File: src/rtl/arc4_pkg.sv
// arc4_pkg: shared state encoding and phase codes for the ARC4 sequencer.
//   state_t  - sequencer FSM states
//   PH_*     - phase codes seen on arc4_seq.phase and used as the mux select
package arc4_pkg;

  typedef enum logic [2:0] {
    ST_IDLE,
    ST_GO_INIT,
    ST_WT_INIT,
    ST_GO_KSA,
    ST_WT_KSA,
    ST_GO_PRGA,
    ST_WT_PRGA
  } state_t;

  localparam logic [1:0] PH_IDLE = 2'd0;
  localparam logic [1:0] PH_INIT = 2'd1;
  localparam logic [1:0] PH_KSA  = 2'd2;
  localparam logic [1:0] PH_PRGA = 2'd3;

endpackage

File: src/rtl/arc4_seq_smem_mux.sv
// smem_mux: S-memory port arbiter. The engine owning the current phase
// drives the memory; in idle the host read address passes through and
// writes are blocked.
//   phase                      - owner select (PH_* codes)
//   init_/ksa_/prga_ addr/wrdata/wren - engine memory requests
//   host_addr                  - host read address (idle only)
//   s_addr/s_wrdata/s_wren     - shared S-memory port
module smem_mux
  import arc4_pkg::*;
(
  input  logic [1:0] phase,
  input  logic [7:0] init_addr,
  input  logic [7:0] init_wrdata,
  input  logic       init_wren,
  input  logic [7:0] ksa_addr,
  input  logic [7:0] ksa_wrdata,
  input  logic       ksa_wren,
  input  logic [7:0] prga_addr,
  input  logic [7:0] prga_wrdata,
  input  logic       prga_wren,
  input  logic [7:0] host_addr,
  output logic [7:0] s_addr,
  output logic [7:0] s_wrdata,
  output logic       s_wren
);

  always_comb begin
    s_addr   = host_addr;
    s_wrdata = 8'h00;
    s_wren   = 1'b0;
    case (phase)
      PH_INIT: begin
        s_addr   = init_addr;
        s_wrdata = init_wrdata;
        s_wren   = init_wren;
      end
      PH_KSA: begin
        s_addr   = ksa_addr;
        s_wrdata = ksa_wrdata;
        s_wren   = ksa_wren;
      end
      PH_PRGA: begin
        s_addr   = prga_addr;
        s_wrdata = prga_wrdata;
        s_wren   = prga_wren;
      end
      default: ;
    endcase
  end

endmodule

File: src/rtl/arc4_seq.sv
// arc4_seq: runs the init, ksa and prga engines strictly one after another
// for each accepted start request and hands the S-memory to the active one.
//   clk, rst        - clock, synchronous active-high reset
//   en / rdy        - start request / idle flag (en only honoured when rdy=1)
//   phase           - 0 idle, 1 init, 2 ksa, 3 prga
//   x_en / x_rdy    - engine start pulses / engine idle flags
//   x_addr/wrdata/wren, host_addr - memory requests into the mux
//   s_addr/s_wrdata/s_wren        - shared S-memory port
//
// state       | meaning
// ST_IDLE     | rdy=1, host owns memory, waiting for en
// ST_GO_INIT  | pulse init_en once init_rdy=1
// ST_WT_INIT  | wait for init engine to go busy then idle
// ST_GO_KSA   | pulse ksa_en once ksa_rdy=1
// ST_WT_KSA   | wait for ksa engine to go busy then idle
// ST_GO_PRGA  | pulse prga_en once prga_rdy=1
// ST_WT_PRGA  | wait for prga engine to go busy then idle
module arc4_seq
  import arc4_pkg::*;
(
  input  logic       clk,
  input  logic       rst,
  input  logic       en,
  output logic       rdy,
  output logic [1:0] phase,
  output logic       init_en,
  output logic       ksa_en,
  output logic       prga_en,
  input  logic       init_rdy,
  input  logic       ksa_rdy,
  input  logic       prga_rdy,
  input  logic [7:0] init_addr,
  input  logic [7:0] ksa_addr,
  input  logic [7:0] prga_addr,
  input  logic [7:0] init_wrdata,
  input  logic [7:0] ksa_wrdata,
  input  logic [7:0] prga_wrdata,
  input  logic       init_wren,
  input  logic       ksa_wren,
  input  logic       prga_wren,
  input  logic [7:0] host_addr,
  output logic [7:0] s_addr,
  output logic [7:0] s_wrdata,
  output logic       s_wren
);

  state_t state;
  logic   busy_seen;

  // rdy and phase are registered alongside state so they always match it.
  // busy_seen guards against an engine whose rdy has not yet dropped in
  // the first wait cycle.
  always_ff @(posedge clk) begin
    if (rst) begin
      state     <= ST_IDLE;
      busy_seen <= 1'b0;
      rdy       <= 1'b1;
      phase     <= PH_IDLE;
    end else begin
      case (state)
        ST_IDLE: if (en) begin
          state     <= ST_GO_INIT;
          busy_seen <= 1'b0;
          rdy       <= 1'b0;
          phase     <= PH_INIT;
        end
        ST_GO_INIT: if (init_rdy) state <= ST_WT_INIT;
        ST_WT_INIT: begin
          if (!init_rdy) busy_seen <= 1'b1;
          else if (busy_seen) begin
            state     <= ST_GO_KSA;
            busy_seen <= 1'b0;
            phase     <= PH_KSA;
          end
        end
        ST_GO_KSA: if (ksa_rdy) state <= ST_WT_KSA;
        ST_WT_KSA: begin
          if (!ksa_rdy) busy_seen <= 1'b1;
          else if (busy_seen) begin
            state     <= ST_GO_PRGA;
            busy_seen <= 1'b0;
            phase     <= PH_PRGA;
          end
        end
        ST_GO_PRGA: if (prga_rdy) state <= ST_WT_PRGA;
        ST_WT_PRGA: begin
          if (!prga_rdy) busy_seen <= 1'b1;
          else if (busy_seen) begin
            state     <= ST_IDLE;
            busy_seen <= 1'b0;
            rdy       <= 1'b1;
            phase     <= PH_IDLE;
          end
        end
        default: begin
          state     <= ST_IDLE;
          busy_seen <= 1'b0;
          rdy       <= 1'b1;
          phase     <= PH_IDLE;
        end
      endcase
    end
  end

  // The pulse must land in the same cycle the engine reports idle, and the
  // GO state is left on that same edge, so each pulse is exactly one cycle.
  assign init_en = (state == ST_GO_INIT) && init_rdy;
  assign ksa_en  = (state == ST_GO_KSA)  && ksa_rdy;
  assign prga_en = (state == ST_GO_PRGA) && prga_rdy;

  smem_mux u_smem_mux (
    .phase       (phase),
    .init_addr   (init_addr),
    .init_wrdata (init_wrdata),
    .init_wren   (init_wren),
    .ksa_addr    (ksa_addr),
    .ksa_wrdata  (ksa_wrdata),
    .ksa_wren    (ksa_wren),
    .prga_addr   (prga_addr),
    .prga_wrdata (prga_wrdata),
    .prga_wren   (prga_wren),
    .host_addr   (host_addr),
    .s_addr      (s_addr),
    .s_wrdata    (s_wrdata),
    .s_wren      (s_wren)
  );

endmodule

File: config.mk
export PLATFORM = sky130hd
export DESIGN_NAME = arc4_seq
export DESIGN_NICKNAME = d
export VERILOG_FILES = /design/src/rtl/arc4_pkg.sv /design/src/rtl/arc4_seq_smem_mux.sv /design/src/rtl/arc4_seq.sv
export SDC_FILE = /design/constraint.sdc
export NUM_CORES = 1
export LEC_CHECK = 0
export CAP_MARGIN = 40
export CORE_MARGIN = 3
export CORE_UTILIZATION = 26
export DETAILED_ROUTE_END_ITERATION = 6
export PLACE_DENSITY = 0.77
export SYNTH_ARGS = -nofsm -noshare
export SYNTH_HDL_FRONTEND = slang
export SYNTH_SLANG_ARGS = --single-unit
export TNS_END_PERCENT = 5
File: constraint.sdc
create_clock -name clk -period 1.17 [get_ports clk]
set_input_delay 0.1755 -clock clk [delete_from_list [all_inputs] [get_ports clk]]
set_output_delay 0.1755 -clock clk [all_outputs]
set_load 0.02 [all_outputs]
==> impl_metrics.py <==
metrics = {
    "global_route": {
        "grt_max_degree": 11,
        "grtUsageTotal": 0.197,
        "grt_pass1_wl_mm": 6.27,
        "grt_pass1_vias": 1314,
        "antenna_found_initial": 0,
        "overflow": 0,
    },
    "timing": {
        "hold_viol_final": 0,
        "tightest_slew_ns": 0.322,
        "relSlewSlack": 0.782,
        "fin_skew_ns": 0.00242,
        "finalWorstSetupSlack_ns": -0.454,
        "period_minus_slack_ns": 1.62,
        "slew_violations": 0,
        "fin_tns_setup_ns": -7.07,
        "period_share": 1.39,
        "rsz0062_at_grt": "true",
        "fmax_mhz": 616,
        "setup_viol": 23,
    },
    "setup_path": {
        "crit_family": "multiplexers",
        "critPathRequiredTime_ns": 0.99,
        "arrival_ns": 1.45,
        "max_stage_delay_ns": 0.51,
        "crit_chain": "buf_12 -> mux4_2 -> buf_6",
        "slowest_stage": "mux4_2",
        "crit_type": "register to output port",
        "ff2ff_setup_slack_ns": -0.22,
        "cp-end-kind": "output port",
        "crit_fanout": 6,
        "start_kind": "register",
        "worst-path-buf-inv": 2,
    },
    "route": {
        "firstDrtPassIters": 4,
        "drc_errors": 0,
        "antenna_left": 0,
        "viasPerCell": 4.89,
        "drt_iter0_markers": 16,
        "routed-via-count": 1208,
        "wire_per_inst_um": 16.2,
        "routed_wl_mm": 4.00,
    },
    "cells_and_area": {
        "mostFrequentLayoutCells": "clkdlybuf4s50_1 (62), buf_4 (21), buf_6 (15)",
        "drive_gt1_frac": 0.502,
        "area_growth_syn_to_layout_pct": 167,
        "multi_input_area_um2": 921,
        "fill_cells": 198,
        "regArea_um2": 154,
        "design_area_um2": 2270,
        "diodes": 0,
        "final_common_cell": "clkdlybuf4s50_1",
        "finalNetCount": 269,
    },
    "clock_network": {
        "htreeDepth": 1,
        "cts_tree": "built",
        "cts_buffers": 3,
        "path_clk_slew_ns": 0.05,
        "cts_max_path_buffers": 2,
        "clock_sinks": 7,
        "clockRootBuffer": "clkbuf_4",
        "insertion_delay_ns": 0.25,
    },
    "die": {
        "dieHeight_um": 63.2,
        "die_width_um": 63.2,
        "rows": 20,
        "die-area_um2": 4000,
        "core_area_um2": 3080,
        "io_pins": 88,
        "start_util": 0.277,
    },
    "synth": {
        "ys_seq_area_frac": 0.164,
        "syn_area_per_cell_um2": 9.26,
        "ys.flop_type": "dfxtp_1",
        "synth_top_area_share": 0.211,
        "synth_nets": 157,
        "synth.largest_area_cell": "mux4_2",
        "ys_warn_count": 0,
        "synth.area.top_cells": "mux4_2 (21%), dfxtp_1 (16%), mux2i_1 (11%)",
        "synth_cells": 92,
        "syn_area_um2": 852,
        "synth.ff_latch_count": 7,
        "synth.distinct_cells": 36,
        "async_flop_share": 0,
        "synth_edf_count": 0,
    },
    "run_status": {
        "outcome": "complete, but fails checks",
        "violations": "negative setup slack",
    },
    "power": {
        "ir_worst_vdd_uv": 644,
        "switching_share": 0.376,
        "pwr-share-clk": 0.122,
        "p_leak_nw": 0.849,
        "p_comb_frac": 0.712,
        "p_seq_frac": 0.166,
        "power.switching_uw": 687,
        "powerDensity_nw_per_um2": 803,
        "intPower_mw": 1.14,
    },
    "place": {
        "placed_area_um2": 2040,
        "dp_hpwl_mm": 3.10,
        "io_buffers": 87,
        "gp_congestion": 0.813,
    },
    "min_path": {
        "hp-class": "register to register",
    },
    "job": {
        "max_cap_violations": 0,
    },
}
-- power by group through the flow --
stage	Combinational, mW	Sequential [mW]	Clock (mW)
after floorplan	0.569	0.299	0
after global placement	1.12	0.298	0
after detailed placement	1.14	0.301	0
after CTS	1.20	0.301	0.227
after global routing	1.36	0.308	0.247
final	1.30	0.302	0.223
-- final cells by class --
class                           instances  area share
Timing Repair Buffer                  113       0.483
Multi-Input combinational cell         75       0.405
Sequential cell                         7      0.0677
Tap cell                               44      0.0242
Clock buffer                            4      0.0116
Inverter                                4     0.00825
-- per-stage QoR --
stage,utilization,power [mW],worst slack (ns),std cells,hold WS [ns]
after floorplan,-,0.868,-0.166,92,0.235
after global placement,0.664,1.41,-0.597,239,0.497
after detailed placement,0.664,1.44,-0.627,239,0.492
after CTS,0.703,1.73,-0.457,243,0.503
after global routing,0.739,1.92,-0.499,247,0.546
final,0.739,1.83,-0.454,247,0.501
-- final timing paths --
check                   startpoint               endpoint  cells past startpoint
max          phase[0]$_SDFFE_PP0P_              s_addr[1]                      3
min reg2reg       rdy$_SDFFE_PP1P_       rdy$_SDFFE_PP1P_                      2
min               rdy$_SDFFE_PP1P_       rdy$_SDFFE_PP1P_                      2
max reg2reg  state[2]$_SDFFE_PP0P_  phase[1]$_SDFFE_PP0P_                      5
-- cell families (layout without fill, tap and decap cells) --
group | Yosys count | count (layout) | synth area share
buffers and inverters | 10 | 121 | 0.0925
flip-flops | 7 | 7 | 0.164
AND/OR/NAND/NOR | 32 | 32 | 0.206
multiplexers | 17 | 17 | 0.317
AO/OA/AOI/OAI | 26 | 26 | 0.220
-- repair_timing --
| action | 4_1_cts | 5_1_grt |
|---|---|---|
| hold buffers | 0 | 0 |
| setup buffers | 0 | 4 |
| pin swaps | 8 | 2 |
| endpoints found under the setup margin | 28 | 27 |
| resized for setup | 140 | 19 |
-- cells in the mapped netlist (2+ instances only) --
| cell type | number |
|---|---|
| a21oi_1 | 3 |
| a31oi_1 | 2 |
| buf_6 | 2 |
| dfxtp_1 | 7 |
| inv_1 | 4 |
| mux2i_1 | 9 |
| mux4_2 | 8 |
| nand2_1 | 11 |
| nor2_1 | 8 |
| nor3_1 | 2 |
| o21ai_0 | 11 |
-- flip-flops by register name (all words and copies together) (netlist names) --
| name | cells |
|---|---|
| busy_seen | 1 |
| rdy | 1 |
| state | 3 |
| phase | 2 |
-- worst min-delay path, stage by stage, from the launching register on --
cell      delay (ns)
dfxtp_1         0.32
nor2_1          0.05
o21bai_1        0.10
-- per-layer routing --
layer	up-vias	track usage	share of wire
li1	578	-	-
met1	572	0.197	0.34
met2	48	0.391	0.57
met3	10	0.0499	0.062
met4	0	0.0620	0.021
met5	-	0	0
No activity file was read; power rests on OpenSTA's default activity.
